File: src/rtl/map_scan_ctrl.sv
// map_scan_ctrl: raster sequencer for the lower-half map renderer.
// It walks screen coordinates (0..X_MAX, Y_BASE..Y_MAX) into the renderer.
// It waits out the renderer read latency, then hands each pixel to the LCD
// driver over a valid/ready handshake.
// Map coordinates and zoom rate are latched once per frame so a frame never tears.
// Ports:
//   clk, rst                      clock, async active-low reset
//   frame_start                   one-cycle frame request (ignored unless idle)
//   zoom_in, zoom_out             one-cycle pulses stepping the pending zoom rate
//   b_map_*_in, a_map_*_in        live bicycle / mobile map coordinates
//   disp_data_in                  RGB565 pixel from the renderer
//   pix_ready                     LCD driver accepts pix_data
//   pixel_x, pixel_y              screen coordinate to the renderer
//   b_map_*, a_map_*, rate        frame-latched renderer controls
//   pix_data, pix_valid           pixel handshake to the LCD driver
//   busy, frame_done              frame in progress / end-of-frame pulse
module map_scan_ctrl #(
  parameter int unsigned MAP_LAT   = 1,
  parameter logic [1:0]  RATE_INIT = 2'b00,
  parameter int unsigned X_MAX     = 319,
  parameter int unsigned Y_BASE    = 240,
  parameter int unsigned Y_MAX     = 479,
  localparam int unsigned CW       = 9,
  localparam int unsigned DW       = 16,
  localparam int unsigned RW       = 2
) (
  input  logic          clk,
  input  logic          rst,
  input  logic          frame_start,
  input  logic          zoom_in,
  input  logic          zoom_out,
  input  logic [CW-1:0] b_map_x_in,
  input  logic [CW-1:0] b_map_y_in,
  input  logic [CW-1:0] a_map_x_in,
  input  logic [CW-1:0] a_map_y_in,
  input  logic [DW-1:0] disp_data_in,
  input  logic          pix_ready,
  output logic [CW-1:0] pixel_x,
  output logic [CW-1:0] pixel_y,
  output logic [CW-1:0] b_map_x,
  output logic [CW-1:0] b_map_y,
  output logic [CW-1:0] a_map_x,
  output logic [CW-1:0] a_map_y,
  output logic [RW-1:0] rate,
  output logic [DW-1:0] pix_data,
  output logic          pix_valid,
  output logic          busy,
  output logic          frame_done
);

  localparam int unsigned CNT_W = 3;

  typedef enum logic [2:0] {IDLE, ISSUE, WAIT, OUT, DONE} state_t;

  state_t            state, state_nxt;
  logic [CNT_W-1:0]  cnt, cnt_nxt;
  logic [RW-1:0]     rate_pending, rate_pending_nxt;
  logic [CW-1:0]     pixel_x_nxt, pixel_y_nxt;
  logic [CW-1:0]     b_map_x_nxt, b_map_y_nxt, a_map_x_nxt, a_map_y_nxt;
  logic [RW-1:0]     rate_nxt;
  logic [DW-1:0]     pix_data_nxt;
  logic              pix_valid_nxt, busy_nxt, frame_done_nxt;
  logic              last_pix;

  assign last_pix = (pixel_x == CW'(X_MAX)) && (pixel_y == CW'(Y_MAX));

  // State and registered outputs
  always_ff @(posedge clk or negedge rst) begin
    if (!rst) begin
      state        <= IDLE;
      cnt          <= '0;
      rate_pending <= RATE_INIT;
      pixel_x      <= '0;
      pixel_y      <= CW'(Y_BASE);
      b_map_x      <= '0;
      b_map_y      <= '0;
      a_map_x      <= '0;
      a_map_y      <= '0;
      rate         <= RATE_INIT;
      pix_data     <= '0;
      pix_valid    <= 1'b0;
      busy         <= 1'b0;
      frame_done   <= 1'b0;
    end else begin
      state        <= state_nxt;
      cnt          <= cnt_nxt;
      rate_pending <= rate_pending_nxt;
      pixel_x      <= pixel_x_nxt;
      pixel_y      <= pixel_y_nxt;
      b_map_x      <= b_map_x_nxt;
      b_map_y      <= b_map_y_nxt;
      a_map_x      <= a_map_x_nxt;
      a_map_y      <= a_map_y_nxt;
      rate         <= rate_nxt;
      pix_data     <= pix_data_nxt;
      pix_valid    <= pix_valid_nxt;
      busy         <= busy_nxt;
      frame_done   <= frame_done_nxt;
    end
  end

  // Next-state logic
  always_comb begin
    state_nxt = state;
    unique case (state)
      IDLE:    if (frame_start) state_nxt = ISSUE;
      ISSUE:   state_nxt = WAIT;
      WAIT:    if (cnt == CNT_W'(1)) state_nxt = OUT;
      // pix_valid is always high in OUT, so pix_ready alone completes the handshake
      OUT:     if (pix_ready) state_nxt = last_pix ? DONE : ISSUE;
      DONE:    state_nxt = IDLE;
      default: state_nxt = IDLE;
    endcase
  end

  // Next values of the datapath and output registers
  always_comb begin
    cnt_nxt          = cnt;
    rate_pending_nxt = rate_pending;
    pixel_x_nxt      = pixel_x;
    pixel_y_nxt      = pixel_y;
    b_map_x_nxt      = b_map_x;
    b_map_y_nxt      = b_map_y;
    a_map_x_nxt      = a_map_x;
    a_map_y_nxt      = a_map_y;
    rate_nxt         = rate;
    pix_data_nxt     = pix_data;
    pix_valid_nxt    = pix_valid;
    busy_nxt         = (state_nxt != IDLE);
    frame_done_nxt   = (state_nxt == DONE);

    // Zoom steps in any state; simultaneous in+out cancel
    unique case ({zoom_in, zoom_out})
      2'b10:   if (rate_pending != RW'(3)) rate_pending_nxt = rate_pending + RW'(1);
      2'b01:   if (rate_pending != RW'(0)) rate_pending_nxt = rate_pending - RW'(1);
      default: rate_pending_nxt = rate_pending;
    endcase

    unique case (state)
      IDLE: begin
        if (frame_start) begin
          // rate takes the pending value from before any same-cycle zoom pulse
          b_map_x_nxt = b_map_x_in;
          b_map_y_nxt = b_map_y_in;
          a_map_x_nxt = a_map_x_in;
          a_map_y_nxt = a_map_y_in;
          rate_nxt    = rate_pending;
          pixel_x_nxt = '0;
          pixel_y_nxt = CW'(Y_BASE);
        end
      end
      ISSUE: cnt_nxt = CNT_W'(MAP_LAT);
      WAIT: begin
        cnt_nxt = cnt - CNT_W'(1);
        if (cnt == CNT_W'(1)) begin
          pix_data_nxt  = disp_data_in;
          pix_valid_nxt = 1'b1;
        end
      end
      OUT: begin
        if (pix_ready) begin
          pix_valid_nxt = 1'b0;
          if (!last_pix) begin
            if (pixel_x != CW'(X_MAX)) begin
              pixel_x_nxt = pixel_x + CW'(1);
            end else begin
              pixel_x_nxt = '0;
              pixel_y_nxt = pixel_y + CW'(1);
            end
          end
        end
      end
      DONE: begin
        pixel_x_nxt = '0;
        pixel_y_nxt = CW'(Y_BASE);
      end
      default: ;
    endcase
  end

endmodule

File: config.mk
export PLATFORM = sky130hd
export DESIGN_NAME = map_scan_ctrl
export DESIGN_NICKNAME = d
export VERILOG_FILES = /design/src/rtl/map_scan_ctrl.sv
export SDC_FILE = /design/constraint.sdc
export NUM_CORES = 1
export LEC_CHECK = 0
export ABC_AREA = 1
export CORE_MARGIN = 1.5
export CORE_UTILIZATION = 33
export CTS_CLUSTER_SIZE = 25
export DETAILED_ROUTE_END_ITERATION = 10
export PLACE_DENSITY_LB_ADDON = 0.2
export SYNTH_ARGS = -nofsm -noshare
export SYNTH_HDL_FRONTEND = slang
export SYNTH_SLANG_ARGS = --single-unit
File: constraint.sdc
create_clock -name clk -period 3.9 [get_ports clk]
set_input_delay 0.78 -clock clk [delete_from_list [all_inputs] [get_ports clk]]
set_output_delay 0.78 -clock clk [all_outputs]
set_load 0.005 [all_outputs]
==> out/qor.csv, run 1 <==
stage,metric,value,unit
status,status,completed,
hold_path,worstHoldPathType,reg2reg,
logic_synthesis,syn_nets,521,
clock_tree,post-cts-setup-buffer-count,0,
global_route,grt.total_usage,0.154,
logic_synthesis,ys.flop_type,dfrtp_1,
worst_setup_path,cp.arrival,2.58,ns
global_route,grt_pass1_vias,3116,
power_and_ir_drop,power_switching,1.34,mW
logic_synthesis,synth-seq-area-share,0.540,
clock_tree,postCtsHoldBufs,0,
power_and_ir_drop,clkPwrFrac,0.230,
worst_setup_path,worst_setup_path_start_kind,input port,
place,gp_congestion,0.791,
place,dp_hpwl,6390,µm
timing,max_slew_margin,0.419,
clock_tree,cts.sinks,83,
flow_run,drv_cap,0,
layout,finalNetCount,652,
logic_synthesis,synth_edf_count,0,
power_and_ir_drop,p_comb_frac,0.399,
logic_synthesis,netlist_instances,457,
route,wl,8920,µm
global_route,grt_max_degree,70,
die,die_w,111,µm
logic_synthesis,syn_area,0.00386,mm²
logic_synthesis,synth_top_cells_by_area,"dfrtp_1 51%, nand2_1 22%, dfstp_2 2.7%",
timing,period_share,0.612,
layout,n_antenna_cell,0,
route,viasPerCell,4.41,
power_and_ir_drop,power_density,714,mW/mm²
worst_setup_path,cp_max_fo,40,
timing,hold_viol_final,0,
worst_setup_path,crit_chain,clkdlybuf4s50_1 -> inv_1 -> nor3_4 -> inv_2 -> nand2_1 -> o21ai_1,
route,dr.pass1.iters,6,
logic_synthesis,synth.most_common_cell,nand2_1,
route,drc_errors,0,
die,rows,39,
logic_synthesis,ys_warn_count,0,
power_and_ir_drop,cellLeakagePower,2.68,nW
clock_tree,cts_resized,0,
die,ios,133,
route,drt_iter0_drc,174,
global_route,antenna_found_initial,0,
timing,finClkSkew,0.00370,ns
power_and_ir_drop,cell_internal_pwr,2.66,mW
timing,finalSetupViolCount,0,
power_and_ir_drop,power_frac_seq,0.371,
power_and_ir_drop,finalPower,4.00,mW
timing,rsz0062_at_grt,no,
worst_setup_path,crit_type,in2reg,
logic_synthesis,synth_common_cells,"225 x nand2_1, 79 x dfrtp_1, 27 x inv_1",
global_route,overflow,0,
die,die_area,0.0123,mm²
clock_tree,htree_levels,3,
clock_tree,clk_pin_slew,0.06,ns
clock_tree,cts_buffer_depth,2,
global_route,grt_pass1_wl,15300,µm
die,start_util,0.338,
timing,drv_slew,0,
timing,worstMarginPinSlew,0.872,ns
die,die_h,111,µm
logic_synthesis,synth_top_cell_area_share,0.512,
worst_setup_path,slowest_delay,0.56,ns
die,core,0.0114,mm²
route,vias,3249,
logic_synthesis,syn_avg_cell_area,8.44,µm²
power_and_ir_drop,peakVddDrop,0.000306,V
route,wl_per_cell,12.1,µm
logic_synthesis,yosysTopAreaCell,dfrtp_1,
worst_setup_path,critPathCaptureType,flop,
clock_tree,insertion_delay,0.33,ns
layout,nFillCells,1105,
power_and_ir_drop,p_sw_frac,0.335,
layout,area_growth,45.2,%
clock_tree,clockRootBuffer,clkbuf_16,
timing,min_period,2.39,ns
logic_synthesis,ys_seq_elements,83,
logic_synthesis,async_reset_ff_frac,1.00,
worst_setup_path,crit_path_top_delay_cell,nor3_4,
place,port_buffers,132,
clock_tree,cts_buffers,9,
route,ant_nets,0,
logic_synthesis,yosys.cell_types.count,33,
timing,finalSetupTns,0,ns
layout,drive_gt1_frac,0.0860,
timing,fmax,0.419,GHz
clock_tree,cts_tree,built,
layout,final_util,0.490,
worst_setup_path,required,4.09,ns
==> per-layer routing <==
metal,GRT usage,wire [µm],share of wire
met5,0,0,0
met3,0.0459,499,0.056
met1,0.209,4240,0.48
met4,0.0481,64,0.0072
met2,0.237,4120,0.46
==> cell usage in the layout, fill, tap and decap left out, drive strengths merged <==
| master | count |
|---|---|
| buf | 3 |
| bufinv | 2 |
| clkbuf | 10 |
| clkdlybuf4s50 | 131 |
| clkinv | 4 |
| dfrtp | 79 |
| dfstp | 4 |
| ha | 6 |
| inv | 33 |
| nand2 | 232 |
| nand3 | 20 |
| nand3b | 2 |
| nand4 | 12 |
| nor2 | 25 |
| nor3 | 2 |
| nor3b | 1 |
| o21ai | 16 |
| o31ai | 1 |
| or2 | 1 |
| xnor2 | 1 |
| xor2 | 8 |
==> cell type report <==
cell class | count | area [µm²] | area share
clock buffer | 10 | 239 | 0.0427
timing repair buffer | 134 | 1330 | 0.238
multi-input combinational | 327 | 1550 | 0.276
clock inverter | 6 | 87.6 | 0.0156
inverter | 33 | 131 | 0.0235
tap | 143 | 179 | 0.0320
sequential | 83 | 2080 | 0.372
==> worst paths after layout <==
kind	depth (start not counted)	from	slack [ns]	to
min reg2reg	2	pix_data[3]	0.47	pix_data[3]
max in group asynchronous	2	rst	2.59	a_map_x[5]
min in group asynchronous	1	rst	0.57	pixel_y[3]
max reg2reg	6	state[1]	1.85	rate[1]
max	6	frame_start	1.51	rate[1]
min	2	pix_data[3]	0.47	pix_data[3]
==> worst max-delay path, delay by kind of cell <==
kind | cells | cell delay, ns
buf+inv | 3 | 1.00
simple gates | 2 | 0.71
compound gates | 1 | 0.07
==> stage by stage <==
step,setup WS [ns],instance area (µm²),hold WS [ns],instances
6_report,1.51,5600,0.467,736
3_5_place_dp,1.15,5270,0.458,720
4_1_cts,1.50,5600,0.473,736
5_1_grt,1.29,5600,0.489,736
2_1_floorplan,2.37,3860,0.453,457
3_3_place_gp,1.16,5270,0.454,720
==> cells by family after synthesis <==
logic type	share of synthesized area
AND/OR/NAND/NOR	0.334
flip-flops	0.540
adder cells (fa/ha/maj)	0.0195
XOR/XNOR	0.0204
buffers and inverters	0.0610
AO/OA/AOI/OAI	0.0256
==> flip-flops by register name, summed over array words and instances (netlist names) <==
name	cells
a_map_x	9
a_map_y	9
b_map_x	9
b_map_y	9
busy	1
cnt	3
frame_done	1
pix_data	16
pix_valid	1
pixel_x	9
pixel_y	9
rate	2
rate_pending	2
state	3
==> power groups by stage <==
stage                     sequential (mW)  combinational [mW]  clock, mW
final                                1.48                1.60      0.918
after global routing                 1.54                1.79      0.991
after CTS                            1.48                1.63      0.953
after detailed placement             1.48                1.63          0
after global placement               1.49                1.58          0
after floorplan                      1.48               0.774          0
No activity file was read; power rests on OpenSTA's default activity.
==> run 2: changes to the inputs <==
==> constraint.sdc (replaced) <==
create_clock -name clk -period 1.9 [get_ports clk]
set_input_delay 0.38 -clock clk [delete_from_list [all_inputs] [get_ports clk]]
set_output_delay 0.38 -clock clk [all_outputs]
set_load 0.005 [all_outputs]
==> out/qor.csv, run 2 (synthesis gave the netlist of run 1 again) <==
stage,metric,value,unit
global_route,grt_pass1_vias,3257,
worst_setup_path,critPathCaptureType,primary output,
die,rows,39,
worst_setup_path,cp.arrival,1.45,ns
worst_setup_path,cp_max_fo,7,
power_and_ir_drop,peakVddDrop,0.000576,V
global_route,grt_max_degree,49,
hold_path,hp-start,pix_data[2],
die,core,0.0114,mm²
timing,period_share,0.962,
layout,drive_gt1_frac,0.0995,
power_and_ir_drop,power_density,1460,mW/mm²
clock_tree,cts_buffer_depth,2,
route,viasPerCell,4.46,
timing,min_period,1.83,ns
hold_path,worstHoldPathType,reg2reg,
route,drc_errors,0,
layout,layout_common_cells,"225 x nand2_1, 130 x clkdlybuf4s50_1, 79 x dfrtp_1",
layout,final_util,0.500,
global_route,grt.total_usage,0.152,
die,die_area,0.0123,mm²
power_and_ir_drop,p_sw_frac,0.339,
die,die_w,111,µm
flow_run,drv_cap,0,
worst_setup_path,ff2ff_path_depth,9,
worst_setup_path,cp_num_buf_inv,1,
timing,finalSetupViolCount,0,
global_route,overflow,0,
power_and_ir_drop,power_switching,2.82,mW
worst_setup_path,worst_setup_path_start_kind,flop,
place,dp_hpwl,6670,µm
layout,largest_register_ffs,16,
worst_setup_path,required,1.52,ns
timing,max_slew_margin,0.567,
place,port_buffers,132,
layout,regMostFlops,pix_data,
timing,fmax,0.547,GHz
power_and_ir_drop,cellLeakagePower,2.74,nW
clock_tree,cts_buffers,9,
clock_tree,clk_pin_slew,0.06,ns
timing,worstMarginPinSlew,0.648,ns
place,dp_worst_setup_slack,0.00228,ns
worst_setup_path,crit_chain,clkdlybuf4s50_1,
worst_setup_path,cp_top_family,flip-flops,
place,gp_congestion,0.820,
timing,finClkSkew,0.00656,ns
timing,setup_ws,0.0730,ns
timing,drv_slew,0,
die,start_util,0.338,
route,ant_nets,0,
worst_setup_path,reg2reg_to,pixel_y[0],
layout,area_growth,48.0,%
layout,n_antenna_cell,0,
power_and_ir_drop,cell_internal_pwr,5.50,mW
layout,final_common_cell,nand2_1,
worst_setup_path,crit_path_top_delay_cell,dfstp_2,
hold_path,hold_depth,2,
power_and_ir_drop,p_comb_frac,0.409,
worst_setup_path,slowest_delay,0.60,ns
route,dr.pass1.iters,4,
global_route,antenna_found_initial,0,
clock_tree,cts.sinks,83,
route,wl_per_cell,12.3,µm
clock_tree,htree_levels,3,
clock_tree,cts_tree,built,
die,die_h,111,µm
layout,nFillCells,1117,
layout,finalNetCount,662,
timing,hold_viol_final,0,
worst_setup_path,r2r-start,pixel_x[1],
route,vias,3330,
clock_tree,insertion_delay,0.33,ns
power_and_ir_drop,power_frac_seq,0.363,
status,status,completed,
global_route,grt_pass1_wl,15300,µm
die,ios,133,
route,wl,9200,µm
timing,rsz0062_at_grt,no,
route,drt_iter0_drc,145,
worst_setup_path,reg2reg_slack,0.23,ns
timing,finalSetupTns,0,ns
clock_tree,clockRootBuffer,clkbuf_16,
worst_setup_path,crit_type,reg2out,
power_and_ir_drop,clkPwrFrac,0.228,
hold_path,hold_end,pix_data[2],
[run 2: repair_timing]
item	in CTS	in global routing
hold buffers	1	0
resized for setup	0	2
hold endpoints to repair	21	0
buffers inserted	0	0
endpoints found under the setup margin	0	3
[run 2: power by group through the flow]
stage          logic [mW]  registers, mW  clock network [mW]
6_report             3.41           3.02                1.89
5_1_grt              3.82           3.10                2.03
4_1_cts              3.46           3.02                1.96
3_5_place_dp         3.46           3.03                   0
3_3_place_gp         3.36           3.04                   0
2_1_floorplan        1.59           3.05                   0
[run 2: cell type report]
cell class	instances	area, µm²	share of cell area
timing repair buffer	143	1430	0.251
sequential	83	2080	0.365
tap	143	179	0.0313
multi-input combinational	328	1560	0.273
clock inverter	7	100	0.0175
clock buffer	9	225	0.0394
inverter	33	131	0.0230
[run 2: worst max path at each step]
stage	startpoint	to	cells after the start
5_1_grt	pixel_y[5]	pixel_y[5]	1
3_5_place_dp	frame_start	rate[1]	6
4_1_cts	pixel_y[4]	pixel_y[4]	2
6_report	pixel_y[5]	pixel_y[5]	1
3_3_place_gp	frame_start	rate[1]	6
2_1_floorplan	pixel_x[0]	pixel_y[8]	8
[run 2: through the flow]
step                      hold slack (ns)  power (mW)  std cells  instance area [µm²]
after floorplan                    0.0844        4.64        457                 3860
after global placement              0.324        6.40        728                 5360
after detailed placement            0.329        6.49        728                 5360
after CTS                           0.474        8.44        745                 5690
after global routing                0.491        8.96        746                 5710
final                               0.470        8.32        746                 5710
[run 2: layer usage]
metal	wire (µm)	track usage
met1	4040	0.190
met2	4400	0.249
met3	623	0.0503
met4	134	0.0532
met5	0	0
